`src/rtl/memory_stage.sv`:
```
// MEM stage of the 5-stage MIPS32 pipeline: load/store over a req/ack data-memory
// port, branch resolution back to fetch, and the MEM/WB latch.
module memory_stage #(
    parameter int unsigned DMEM_AW = 10,
    parameter int unsigned TIMEOUT = 64
) (
    input  logic               clk,
    input  logic               rst,
    input  logic               halt_f,
    input  logic [2:0]         type34,
    input  logic [31:0]        INS34,
    input  logic [31:0]        ALUout34,
    input  logic [31:0]        B34,
    input  logic               cond34,
    output logic               dmem_req,
    output logic               dmem_we,
    output logic [DMEM_AW-1:0] dmem_addr,
    output logic [31:0]        dmem_wdata,
    input  logic [31:0]        dmem_rdata,
    input  logic               dmem_ack,
    output logic               mem_stall,
    output logic               take_branch,
    output logic [31:0]        branch_pc,
    output logic [2:0]         type45,
    output logic [31:0]        INS45,
    output logic [31:0]        ALUout45,
    output logic [31:0]        LMD45,
    output logic               mem_err
);

    localparam logic [2:0] T_RR     = 3'b000;
    localparam logic [2:0] T_RI     = 3'b001;
    localparam logic [2:0] T_LOAD   = 3'b010;
    localparam logic [2:0] T_STORE  = 3'b011;
    localparam logic [2:0] T_BRANCH = 3'b100;
    localparam logic [2:0] T_HALT   = 3'b101;
    localparam logic [2:0] T_BUBBLE = 3'b111;

    localparam int unsigned CNT_W = (TIMEOUT > 2) ? $clog2(TIMEOUT) : 1;
    localparam logic [CNT_W-1:0] CNT_LAST = (TIMEOUT == 0) ? '0 : CNT_W'(TIMEOUT - 1);

    typedef enum logic [0:0] {IDLE, ACCESS} state_t;

    state_t             state, state_nx;
    logic               dmem_req_nx, dmem_we_nx;
    logic [DMEM_AW-1:0] dmem_addr_nx;
    logic [31:0]        dmem_wdata_nx;
    logic               take_branch_nx;
    logic [31:0]        branch_pc_nx;
    logic [2:0]         type45_nx;
    logic [31:0]        INS45_nx, ALUout45_nx, LMD45_nx;
    logic               mem_err_nx;
    logic [2:0]         hold_type, hold_type_nx;
    logic [31:0]        hold_ins, hold_ins_nx;
    logic [31:0]        hold_alu, hold_alu_nx;
    logic [CNT_W-1:0]   cnt, cnt_nx;

    // Ack is only meaningful while a request is outstanding, i.e. in ACCESS.
    assign mem_stall = (state == ACCESS) && !dmem_ack;

    always_ff @(posedge clk) begin
        if (rst) begin
            state       <= IDLE;
            dmem_req    <= 1'b0;
            dmem_we     <= 1'b0;
            dmem_addr   <= '0;
            dmem_wdata  <= '0;
            take_branch <= 1'b0;
            branch_pc   <= '0;
            type45      <= T_BUBBLE;
            INS45       <= '0;
            ALUout45    <= '0;
            LMD45       <= '0;
            mem_err     <= 1'b0;
            hold_type   <= T_BUBBLE;
            hold_ins    <= '0;
            hold_alu    <= '0;
            cnt         <= '0;
        end else begin
            state       <= state_nx;
            dmem_req    <= dmem_req_nx;
            dmem_we     <= dmem_we_nx;
            dmem_addr   <= dmem_addr_nx;
            dmem_wdata  <= dmem_wdata_nx;
            take_branch <= take_branch_nx;
            branch_pc   <= branch_pc_nx;
            type45      <= type45_nx;
            INS45       <= INS45_nx;
            ALUout45    <= ALUout45_nx;
            LMD45       <= LMD45_nx;
            mem_err     <= mem_err_nx;
            hold_type   <= hold_type_nx;
            hold_ins    <= hold_ins_nx;
            hold_alu    <= hold_alu_nx;
            cnt         <= cnt_nx;
        end
    end

    always_comb begin
        state_nx       = state;
        dmem_req_nx    = dmem_req;
        dmem_we_nx     = dmem_we;
        dmem_addr_nx   = dmem_addr;
        dmem_wdata_nx  = dmem_wdata;
        take_branch_nx = 1'b0;
        branch_pc_nx   = branch_pc;
        type45_nx      = type45;
        INS45_nx       = INS45;
        ALUout45_nx    = ALUout45;
        LMD45_nx       = LMD45;
        mem_err_nx     = mem_err;
        hold_type_nx   = hold_type;
        hold_ins_nx    = hold_ins;
        hold_alu_nx    = hold_alu;
        cnt_nx         = cnt;

        case (state)
            IDLE: begin
                if (!halt_f) begin
                    case (type34)
                        T_RR, T_RI, T_HALT: begin
                            type45_nx   = type34;
                            INS45_nx    = INS34;
                            ALUout45_nx = ALUout34;
                        end
                        T_BRANCH: begin
                            take_branch_nx = cond34;
                            branch_pc_nx   = ALUout34;
                            type45_nx      = T_BUBBLE;
                            INS45_nx       = INS34;
                        end
                        T_LOAD, T_STORE: begin
                            state_nx      = ACCESS;
                            dmem_req_nx   = 1'b1;
                            dmem_we_nx    = (type34 == T_STORE);
                            dmem_addr_nx  = ALUout34[DMEM_AW-1:0];
                            dmem_wdata_nx = B34;
                            hold_type_nx  = type34;
                            hold_ins_nx   = INS34;
                            hold_alu_nx   = ALUout34;
                            type45_nx     = T_BUBBLE;
                            cnt_nx        = '0;
                        end
                        default: type45_nx = T_BUBBLE;
                    endcase
                end
            end
            ACCESS: begin
                if (dmem_ack) begin
                    state_nx    = IDLE;
                    dmem_req_nx = 1'b0;
                    type45_nx   = hold_type;
                    INS45_nx    = hold_ins;
                    ALUout45_nx = hold_alu;
                    if (hold_type == T_LOAD) LMD45_nx = dmem_rdata;
                end else if ((TIMEOUT != 0) && (cnt == CNT_LAST)) begin
                    // Abandon the access; the instruction never reaches writeback.
                    state_nx    = IDLE;
                    dmem_req_nx = 1'b0;
                    mem_err_nx  = 1'b1;
                end else begin
                    cnt_nx = cnt + CNT_W'(1);
                end
            end
            default: state_nx = IDLE;
        endcase
    end

endmodule

```
`config.mk`:
```
export PLATFORM = sky130hd
export DESIGN_NAME = memory_stage
export DESIGN_NICKNAME = d
export VERILOG_FILES = /design/src/rtl/memory_stage.sv
export SDC_FILE = /design/constraint.sdc
export NUM_CORES = 1
export LEC_CHECK = 0
export CAP_MARGIN = 5
export CORE_MARGIN = 2
export CORE_UTILIZATION = 36
export DETAILED_ROUTE_END_ITERATION = 10
export PLACE_DENSITY = 0.74
export RECOVER_POWER = 50
export SLEW_MARGIN = 40
export SYNTH_ARGS = -nofsm -noshare
export SYNTH_HDL_FRONTEND = slang
export SYNTH_SLANG_ARGS = --single-unit
```
`constraint.sdc`:
```
create_clock -name clk -period 2 [get_ports clk]
set_input_delay 0.4 -clock clk [delete_from_list [all_inputs] [get_ports clk]]
set_output_delay 0.4 -clock clk [all_outputs]
set_load 0.1 [all_outputs]
```
==> results of run 1 <==
## sequential cells by signal, indices dropped and copies added (netlist names), 9 cells and up
signal,cells
LMD45,32
hold_alu,23
dmem_addr,9
INS45,32
branch_pc,32
dmem_wdata,32
ALUout45,32
hold_ins,32
## worst max-delay path by stage
stage | start | endpoint | slack [ps] | cells after the start
3_3_place_gp | type34[1] | branch_pc[25] | -10 | 6
4_1_cts | state | mem_stall | 30 | 4
3_5_place_dp | type34[1] | branch_pc[26] | -30 | 6
5_1_grt | dmem_ack | mem_stall | 50 | 5
2_1_floorplan | dmem_ack | ALUout45[10] | 210 | 7
6_report | dmem_ack | mem_stall | 90 | 5
## worst register-to-register path, delay by kind of cell, from the launching register on
family	cells	cell delay [ps]
compound gates	1	120
flops	1	350
buf+inv	3	870
simple gates	2	400
## cells in the final DEF (no fill, tap or decap), types with 4 or more instances in the layout
master / n
sky130_fd_sc_hd__clkbuf_2: 93
sky130_fd_sc_hd__clkdlybuf4s50_1: 134
sky130_fd_sc_hd__a21oi_1: 202
sky130_fd_sc_hd__nand3_1: 8
sky130_fd_sc_hd__nand2_1: 326
sky130_fd_sc_hd__buf_4: 112
sky130_fd_sc_hd__clkbuf_1: 8
sky130_fd_sc_hd__nor2_1: 37
sky130_fd_sc_hd__dfxtp_1: 240
sky130_fd_sc_hd__buf_12: 16
sky130_fd_sc_hd__clkbuf_16: 28
sky130_fd_sc_hd__o21ai_0: 4
sky130_fd_sc_hd__mux2i_1: 64
sky130_fd_sc_hd__clkinv_2: 5
sky130_fd_sc_hd__a211oi_1: 63
sky130_fd_sc_hd__or3_1: 4
sky130_fd_sc_hd__clkbuf_8: 7
## routing by layer
layer  vias up  wire length (um)  track usage
met1      4017             11560       0.2434
li1       4267                 -            -
met5         -                14            0
met2       214             13170       0.3258
met4         2               607      0.04825
met3        42              1540      0.03889
## cell type report
type	count	area, sq um	area share
flip-flops and latches	241	4828	0.3696
multi-input cells	741	3857	0.2953
repair buffers	362	3005	0.2301
clock buffers	38	808.3	0.06187
well taps	330	412.9	0.03161
clock inverters	11	141.4	0.01082
inverters	2	7.507	0.0005747
diodes	1	2.502	0.0001916
## power by group
part           switching [W]  leakage [nW]  internal (W)  total, W
logic                0.00169          2.50      0.000658   0.00234
clock network        0.00198         0.474       0.00320   0.00518
registers           0.000107          1.96       0.00500   0.00510
total                0.00378          4.94       0.00885    0.0126
## cell families (layout without fill, tap and decap cells)
family                     count (synthesis)  in the layout  synth area share
AOI/OAI and AO/OA                        284            284            0.1780
adders and majority gates                  1              1          0.001357
buffers and inverters                    102            413           0.05781
DFF                                      241            241            0.5233
muxes                                     64             64           0.06948
other                                      0              1                 0
and+or+nand+nor                          392            392            0.1700
## through the flow
| step | worst slack [ps] | std cells | utilization | setup TNS [ps] |
|---|---|---|---|---|
| 3_5_place_dp | -28.74 | 1674 | 0.4927 | -258.1 |
| 5_1_grt | 50.65 | 1726 | 0.5188 | 0 |
| 4_1_cts | 29.73 | 1723 | 0.5304 | 0 |
| 3_3_place_gp | -11.96 | 1674 | 0.4927 | -35.75 |
| 6_report | 92.11 | 1726 | 0.5188 | 0 |
| 2_1_floorplan | 214.2 | 1084 | - | 0 |
==> impl_summary.log, run 1 <==
[metrics] max-slew violation total from the final report: 0
[metrics] slowest cell on the critical path: sky130_fd_sc_hd__clkdlybuf4s50_1
[metrics] Final Hold Viols: 0
[metrics] setup bufs post-CTS: 0
[metrics] R2R setup slack: 190 ps
[metrics] part of the cycle the worst path needs: 0.9539
[metrics] vias per inst: 4.949
[metrics] pin count of the biggest net entering global routing: 65
[metrics] post-synthesis net count: 1221
[metrics] path class of the lowest-slack min-delay path: in -> reg
[metrics] total overflow reported by the global router: 0
[metrics] Root Buffer Master: sky130_fd_sc_hd__clkbuf_16
[metrics] Worst-Skew Late Latency: 530 ps
[metrics] Synth area leaders: sky130_fd_sc_hd__dfxtp_1 52%, sky130_fd_sc_hd__nand2_1 13%, sky130_fd_sc_hd__a21oi_1 11%
[metrics] commonest cells in the netlist: 326 x sky130_fd_sc_hd__nand2_1, 241 x sky130_fd_sc_hd__dfxtp_1, 202 x sky130_fd_sc_hd__a21oi_1
[metrics] height of the chip: 164.0 um
[metrics] CTS Hold Buffers Added: 0
[metrics] Worst Setup End Kind: output pin
[metrics] Wirelength per Cell: 15.58 um
[metrics] Synth-to-Final Area Change: 41.69%
[metrics] share of layout cells above drive strength 1: 0.2000
[metrics] startpoint type of the worst setup path: primary input
[metrics] count leader, synth: sky130_fd_sc_hd__nand2_1
[metrics] kind of cell adding the most delay to the critical path: buffers and inverters
[metrics] CTS tree: done
[metrics] run status: finished, final reports clean
[metrics] Leak: 4.937 nW
[metrics] Synth top area share: 0.5233
[metrics] Yosys warning total: 0
[metrics] die extent in x: 164.0 um
[metrics] unrepaired setup endpoints after global routing: false
[metrics] Resized Gates After CTS: 0
[metrics] Post-Route Hold Slack: 297.4 ps
[metrics] cell row count: 58
[metrics] Total Power Consumption: 0.01263 W
[metrics] clk slew on worst S/H paths: 60 ps
[metrics] required time at the endpoint of the critical path: 1600 ps
[metrics] maximum resistive drop on vdd: 586.6 uV
[metrics] cell breakdown of the critical path: clkdlybuf4s50_1 -> nand2b_2 -> inv_2 -> buf_4 -> buf_12
[metrics] capture endpoint of the worst hold path: dmem_wdata[29]
[metrics] Mapped Area: 0.009220 sq mm
[metrics] Routed Antenna Nets: 0
[metrics] RePlAce Congestion: 0.8030
[metrics] f_max: 524.1 MHz
[metrics] starting DRC count in detailed routing: 460
[metrics] final clock skew: 15.54 ps
[metrics] Max H-tree Level: 1
[metrics] number of global-route vias before repair: 7945
[metrics] worst hold path depth: 2
[metrics] Tmin final: 1908 ps
[metrics] measured slew at the worst slew-check pin: 643.4 ps
[metrics] die area: 0.02691 sq mm
[metrics] number of instances in the synthesized netlist: 1084
[metrics] library cell with the largest summed area after synthesis: sky130_fd_sc_hd__dfxtp_1
[metrics] Worst path max stage delay: 460 ps
[metrics] sequential fraction of the synthesis area: 0.5233
[metrics] post-placement cell area: 0.01241 sq mm
[metrics] count of boundary I/O pins: 314
[metrics] final non-filler cell area: 0.01306 sq mm
[metrics] endpoint of the lowest-slack register-to-register path: hold_alu[10]
[metrics] total CTS buffers: 27
[metrics] number of enable-type register cells in the synthesized netlist: 0
[metrics] class of the most critical setup path: in -> out
[metrics] beginning of the worst hold path: rst
[metrics] placeable core region: 0.02518 sq mm
[metrics] worst slew slack as a fraction of its limit: 0.5711
[metrics] power density of the placed cells: 966.7 mW/mm^2
[metrics] Final setup viols: 0
[metrics] Tot GR Track Use: 0.1897
[metrics] # DRC: 0
[metrics] worst path bufs/invs: 4
[metrics] number of filler instances in the final layout: 2359
[metrics] reported max-cap violation count: 0
[metrics] total of flip-flops plus latches after synthesis: 241
[metrics] number of distinct library cells after synthesis: 39
[metrics] cell count of the worst reg-to-reg path: 6
[metrics] CP max FO: 4
[metrics] Detailed Place HPWL: 19090 um
[metrics] Starting Density: 0.3661
[metrics] fraction of synthesis flops using an asynchronous set or reset pin: 0
[metrics] synthesized area per cell: 8.506 sq um
[metrics] Post-layout nets: 1512
[metrics] final wirelength: 26890 um
[metrics] critical path arrival: 1510 ps
[metrics] Clock Sink Count: 241
[metrics] initial antenna violation count: 2
[metrics] number of iterations in the first detailed-routing pass: 5
[metrics] most common flop cell mapped by yosys: sky130_fd_sc_hd__dfxtp_1
[metrics] total of buffers placed on input and output ports: 313
[metrics] reg-to-reg startpoint: state
[metrics] number of buffers on the longest clock path: 3
[metrics] total number of vias: 8542
[metrics] wire length of the first global-routing pass: 41630 um
Note: power is estimated with default switching activity, not from simulation.
==> run 2: changes to the inputs <==
CTS_CLUSTER_SIZE = 25   (was default)
==> run 2 against run 1 <==
Effect of this change:
- first-iteration DRC count up 0.65%
- sequential cell count unchanged
- global-route usage is essentially flat
- via count shrank 0.54%
- cell area is 0.20% lower
- clock power is 4% lower
- worst hold slack worse by 0.85 ps
- sequential share of layout area is 0.075 points higher
- worst setup slack better by 5.7 ps
- non-clock buffer count unchanged
- die area stayed put
- critical endpoint unchanged
==> impl_summary.log, run 2 (synthesis results as in run 1) <==
[metrics] Layout Cells excl Fill: 1726 (unchanged)
[metrics] count of boundary I/O pins: 314 (unchanged)
[metrics] CP max FO: 4 (unchanged)
[metrics] share of layout cells above drive strength 1: 0.2007 (+0.0007168)
[metrics] path class of the lowest-slack min-delay path: in -> reg
[metrics] f_max: 525.7 MHz (+0.30%)
[metrics] Tmin final: 1902 ps (-5.674 ps)
[metrics] Final setup viols: 0 (unchanged)
[metrics] final wirelength: 26800 um (-0.33%)
[metrics] Worst-Skew Late Latency: 530 ps (about the same)
[metrics] number of filler instances in the final layout: 2367 (+0.34%)
[metrics] RePlAce Congestion: 0.8030 (unchanged)
[metrics] vias per inst: 4.922 (-0.54%)
[metrics] Tot GR Track Use: 0.1894 (-0.0003769)
[metrics] final clock skew: 19.75 ps (+4.212 ps)
[metrics] number of global-route vias before repair: 7939 (-0.076%)
[metrics] Final Hold Viols: 0 (unchanged)
[metrics] Leak: 4.923 nW (-0.28%)
[metrics] most common cell after layout, fill and taps aside: sky130_fd_sc_hd__nand2_1
[metrics] CTS tree: done
[metrics] measured slew at the worst slew-check pin: 640.3 ps (-3.080 ps)
[metrics] # DRC: 0 (unchanged)
[metrics] number of iterations in the first detailed-routing pass: 5 (unchanged)
[metrics] class of the most critical setup path: in -> out
[metrics] total CTS buffers: 27 (unchanged)
[metrics] Post-layout nets: 1512 (unchanged)
[metrics] total overflow reported by the global router: 0 (unchanged)
[metrics] maximum resistive drop on vdd: 585.3 uV (-0.22%)
[metrics] Post-Route Hold Slack: 296.5 ps (-0.8500 ps)
[metrics] total negative setup slack: 0 ps (unchanged)
[metrics] run status: finished, final reports clean
[metrics] Resized Gates After CTS: 0 (unchanged)
[metrics] required time at the endpoint of the critical path: 1600 ps (about the same)
[metrics] Starting Density: 0.3661 (unchanged)
[metrics] Clock Sink Count: 241 (unchanged)
[metrics] Synth-to-Final Area Change: 41.40%
[metrics] starting DRC count in detailed routing: 463 (+0.65%)
[metrics] cell row count: 58 (unchanged)
[metrics] Max H-tree Level: 1 (unchanged)
[metrics] die area: 0.02691 sq mm (unchanged)
[metrics] pin count of the biggest net entering global routing: 65 (unchanged)
[metrics] Detailed Place HPWL: 19090 um (unchanged)
[metrics] max-slew violation total from the final report: 0 (unchanged)
[metrics] placeable core region: 0.02518 sq mm (unchanged)
[metrics] wire length of the first global-routing pass: 41530 um (-0.23%)
[metrics] reg-to-reg startpoint: state
[metrics] reported max-cap violation count: 0 (unchanged)
[metrics] die extent in x: 164.0 um (unchanged)
[metrics] initial antenna violation count: 2 (unchanged)
[metrics] power density of the placed cells: 953.8 mW/mm^2 (-1.3%)
[metrics] Root Buffer Master: sky130_fd_sc_hd__clkbuf_16
[metrics] Worst Setup End Kind: output pin
[metrics] beginning of the worst hold path: rst
[metrics] Cells after DPL: 1674 (unchanged)
[metrics] height of the chip: 164.0 um (unchanged)
[metrics] clk slew on worst S/H paths: 60 ps (about the same)
[metrics] critical path arrival: 1500 ps (about the same)
[metrics] worst slew slack as a fraction of its limit: 0.5731 (+0.002053)
[metrics] startpoint type of the worst setup path: primary input
[metrics] part of the cycle the worst path needs: 0.9511 (-0.002837)
[metrics] CTS Hold Buffers Added: 0 (unchanged)
[metrics] total of buffers placed on input and output ports: 313 (unchanged)
[metrics] most frequent cells in the layout: 326 x sky130_fd_sc_hd__nand2_1, 240 x sky130_fd_sc_hd__dfxtp_1, 202 x sky130_fd_sc_hd__a21oi_1, 134 x sky130_fd_sc_hd__clkdlybuf4s50_1, 113 x sky130_fd_sc_hd__buf_4
[metrics] setup bufs post-CTS: 0 (unchanged)
[metrics] number of buffers on the longest clock path: 3 (unchanged)
[metrics] Wirelength per Cell: 15.53 um (-0.33%)
[metrics] critical path startpoint: dmem_ack
[metrics] unrepaired setup endpoints after global routing: false
[metrics] Routed Antenna Nets: 0 (unchanged)
[metrics] total number of vias: 8496 (-0.54%)
==> run 2: cell types whose count changed in the layout (fill, tap and decap cells not counted) <==
cell                         delta
sky130_fd_sc_hd__buf_4          +1
sky130_fd_sc_hd__bufinv_16      -2
sky130_fd_sc_hd__clkbuf_2       -1
sky130_fd_sc_hd__clkbuf_8       +2
sky130_fd_sc_hd__clkbuf_1       -1
sky130_fd_sc_hd__clkinvlp_4     +1
==> run 2: stage by stage <==
| step | total power [W] | instance area, sq um | util | worst slack, ps |
|---|---|---|---|---|
| global placement | 0.007590 | 12410 | 0.4927 | -11.96 |
| CTS | 0.01264 | 13330 | 0.5293 | 33.85 |
| floorplan | 0.006842 | 9220 | - | 214.2 |
| detailed placement | 0.007617 | 12410 | 0.4927 | -28.74 |
| global route | 0.01289 | 13040 | 0.5177 | 53.00 |
| finish | 0.01244 | 13040 | 0.5177 | 97.79 |
==> run 2: path summary, 6_finish.rpt <==
check	slack [ps]	cells past startpoint	end
worst max-delay path	100	5	mem_stall
worst min-delay path	300	2	branch_pc[26]
worst max register to register	190	6	hold_alu[10]
worst min register to register	450	2	dmem_wdata[13]
==> run 2: power by group <==
group | total [W] | internal [W] | switching (W) | leakage (nW)
logic | 0.00234 | 0.000658 | 0.00169 | 2.50
registers | 0.00510 | 0.00500 | 0.000107 | 1.96
clock network | 0.00499 | 0.00301 | 0.00197 | 0.459
==> run 2: worst max-delay path: stages <==
cell and delay, ps:
sky130_fd_sc_hd__clkdlybuf4s50_1 460, sky130_fd_sc_hd__nand2b_2 230, sky130_fd_sc_hd__inv_2 100, sky130_fd_sc_hd__buf_4 140
sky130_fd_sc_hd__buf_12 170
==> run 2: cell type report <==
class / count / area [sq um] / area share
tap: 330 / 412.9 / 0.03167
sequential: 241 / 4828 / 0.3703
inverter: 2 / 7.507 / 0.0005758
timing repair buffer: 362 / 3008 / 0.2307
multi-input combinational: 741 / 3857 / 0.2959
clock buffer: 39 / 832.0 / 0.06382
clock inverter: 10 / 88.84 / 0.006814
antenna: 1 / 2.502 / 0.0001919
==> run 2: layer usage <==
layer | track usage | share of wire | vias to the layer above
met4 | 0.04825 | 0.022 | 2
li1 | - | - | 4267
met2 | 0.3245 | 0.49 | 209
met3 | 0.03889 | 0.058 | 39
met1 | 0.2434 | 0.43 | 3979
met5 | 0 | 0.00045 | -
==> run 3: changes to the inputs <==
clock period = 2.3 ns   (was 2 ns; I/O delays follow)
==> run 3 against run 2 <==
Effect of this change:
- utilization fell by 0.24 points
- register-to-register slack improved by 150 ps
- first-iteration DRC count up 9.9%
- die area unchanged
- global-route usage rose by 0.32 points
- critical path depth did not move
- combinational power decreased by 13%
- critical endpoint unchanged
- non-clock buffer count is 15 lower
- clock skew fell by 4.8 ps
- sequential share of layout area increased by 0.17 points
==> impl_summary.log, run 3 (synthesis results as in run 1) <==
[metrics] path class of the lowest-slack min-delay path: in -> reg
[metrics] Worst Setup Slack post-DPL: 22.13 ps (+50.87 ps)
[metrics] die area: 0.02691 sq mm (unchanged)
[metrics] number of iterations in the first detailed-routing pass: 5 (unchanged)
[metrics] most common cell after layout, fill and taps aside: sky130_fd_sc_hd__nand2_1
[metrics] Detailed Place HPWL: 18480 um (-3.2%)
[metrics] number of buffers on the longest clock path: 3 (unchanged)
[metrics] R2R setup slack: 340 ps (+150 ps)
[metrics] slowest cell on the critical path: sky130_fd_sc_hd__dlygate4sd3_1
[metrics] Tmin final: 2107 ps
[metrics] Tot GR Track Use: 0.1926 (+0.003216)
[metrics] Starting Density: 0.3661 (unchanged)
[metrics] Final Hold Viols: 0 (unchanged)
[metrics] Worst Setup End Kind: output pin
[metrics] number of global-route vias before repair: 8117 (+2.2%)
[metrics] # DRC: 0 (unchanged)
[metrics] worst slew slack as a fraction of its limit: 0.3398 (-0.2333)
[metrics] wire length of the first global-routing pass: 42030 um (+1.2%)
[metrics] maximum resistive drop on vdd: 672.9 uV (+15%)
[metrics] post-placement cell area: 0.01231 sq mm (-0.75%)
[metrics] reg-to-reg startpoint: state
[metrics] CTS tree: done
[metrics] measured slew at the worst slew-check pin: 976.5 ps (+336.2 ps)
[metrics] final wirelength: 26930 um (+0.47%)
[metrics] height of the chip: 164.0 um (unchanged)
[metrics] power density of the placed cells: 829.8 mW/mm^2 (-13%)
[metrics] reported max-cap violation count: 0 (unchanged)
[metrics] Clock Sink Count: 241 (unchanged)
[metrics] total number of vias: 8411 (-1.0%)
[metrics] part of the cycle the worst path needs: 0.9161
[metrics] cell breakdown of the critical path: dlygate4sd3_1 -> nand2b_2 -> inv_2 -> buf_4 -> buf_12
[metrics] total overflow reported by the global router: 0 (unchanged)
[metrics] required time at the endpoint of the critical path: 1840 ps (+240 ps)
[metrics] RePlAce Congestion: 0.8026 (about the same)
[metrics] max-slew violation total from the final report: 0 (unchanged)
[metrics] cell row count: 58 (unchanged)
[metrics] Routed Antenna Nets: 0 (unchanged)
[metrics] Leak: 4.857 nW (-1.3%)
[metrics] f_max: 474.6 MHz
[metrics] unrepaired setup endpoints after global routing: false
[metrics] final clock skew: 14.95 ps (-4.801 ps)
[metrics] pin count of the biggest net entering global routing: 71 (+9.2%)
[metrics] worst path bufs/invs: 4 (unchanged)
[metrics] CTS Hold Buffers Added: 0 (unchanged)
[metrics] most frequent cells in the layout: 326 x sky130_fd_sc_hd__nand2_1, 240 x sky130_fd_sc_hd__dfxtp_1, 203 x sky130_fd_sc_hd__a21oi_1, 133 x sky130_fd_sc_hd__clkdlybuf4s50_1, 112 x sky130_fd_sc_hd__buf_4
[metrics] Max H-tree Level: 1 (unchanged)
[metrics] share of layout cells above drive strength 1: 0.1917 (-0.008996)
[metrics] critical path startpoint: dmem_ack
[metrics] kind of cell adding the most delay to the critical path: buffers and inverters
[metrics] class of the most critical setup path: in -> out
[metrics] total negative setup slack: 0 ps (unchanged)
[metrics] Resized Gates After CTS: 0 (unchanged)
[metrics] placeable core region: 0.02518 sq mm (unchanged)
[metrics] total CTS buffers: 27 (unchanged)
[metrics] Final setup viols: 0 (unchanged)
[metrics] starting DRC count in detailed routing: 509 (+9.9%)
[metrics] count of boundary I/O pins: 314 (unchanged)
[metrics] final non-filler cell area: 0.01298 sq mm (-0.47%)
[metrics] initial antenna violation count: 0 (-2)
[metrics] total of buffers placed on input and output ports: 313 (unchanged)
[metrics] vias per inst: 4.927 (+0.10%)
[metrics] Synth-to-Final Area Change: 40.74%
[metrics] final antenna diode count: 0 (-1)
[metrics] run status: finished, final reports clean
[metrics] Worst path max stage delay: 550 ps (+90 ps)
[metrics] Worst-Skew Late Latency: 530 ps (about the same)
[metrics] clk slew on worst S/H paths: 60 ps (about the same)
[metrics] CP max FO: 6 (+2)
[metrics] Post-layout nets: 1497 (-0.99%)
[metrics] startpoint type of the worst setup path: primary input
[metrics] setup bufs post-CTS: 0 (unchanged)
[metrics] critical path arrival: 1650 ps (+150 ps)
[metrics] beginning of the worst hold path: rst
[metrics] Wirelength per Cell: 15.77 um (+1.6%)
[metrics] number of filler instances in the final layout: 2389 (+0.93%)
[metrics] setup ws final: 192.9 ps (+95.10 ps)
[metrics] die extent in x: 164.0 um (unchanged)
[metrics] Root Buffer Master: sky130_fd_sc_hd__clkbuf_16
## run 3: cell types whose count changed in the layout (fill, tap and decap cells not counted), sizes merged
| cell | delta |
|---|---|
| bufinv | +1 |
| inv | +1 |
| dlygate4sd3 | +1 |
| clkinvlp | -1 |
| clkbuf | -18 |
| clkinv | -3 |
| clkdlybuf4s50 | -1 |
| diode | -1 |
| buf | +2 |
## run 3: power by group
part | switching, W | leakage [nW] | internal (W) | total [W]
logic | 0.00147 | 2.45 | 0.000572 | 0.00204
clock network | 0.00169 | 0.440 | 0.00260 | 0.00429
registers | 0.0000944 | 1.96 | 0.00434 | 0.00444
total | 0.00325 | 4.86 | 0.00751 | 0.0108
## run 3: final timing paths
path,end,depth (start not counted)
worst max register to register,dmem_req,5
worst min-delay path,branch_pc[20],2
worst min register to register,dmem_wdata[7],2
worst max-delay path,mem_stall,5
## run 3: metrics by stage
| step | util | std cells | hold WS, ps | power, W |
|---|---|---|---|---|
| 2_1_floorplan | - | 1084 | 436.0 | 0.005950 |
| 3_3_place_gp | 0.4890 | 1660 | 440.8 | 0.006593 |
| 3_5_place_dp | 0.4890 | 1660 | 446.5 | 0.006614 |
| 4_1_cts | 0.5242 | 1706 | 400.7 | 0.01095 |
| 5_1_grt | 0.5153 | 1707 | 432.3 | 0.01117 |
| 6_report | 0.5153 | 1707 | 423.0 | 0.01077 |
## run 3: final cells by class
class                           count  area [sq um]  area share
Multi-Input combinational cell    741          3860      0.2975
Sequential cell                   241          4828      0.3721
Tap cell                          330         412.9     0.03182
Clock buffer                       38         788.3     0.06075
Timing Repair Buffer              347          2982      0.2298
Clock inverter                      8         97.59    0.007521
Inverter                            2         7.507   0.0005785
## run 3: layer usage
metal,GRT usage,vias up,share of wire
li1,-,4212,-
met1,0.2358,3909,0.42
met2,0.3316,230,0.49
met3,0.04545,60,0.060
met4,0.06619,0,0.033
met5,0,-,0
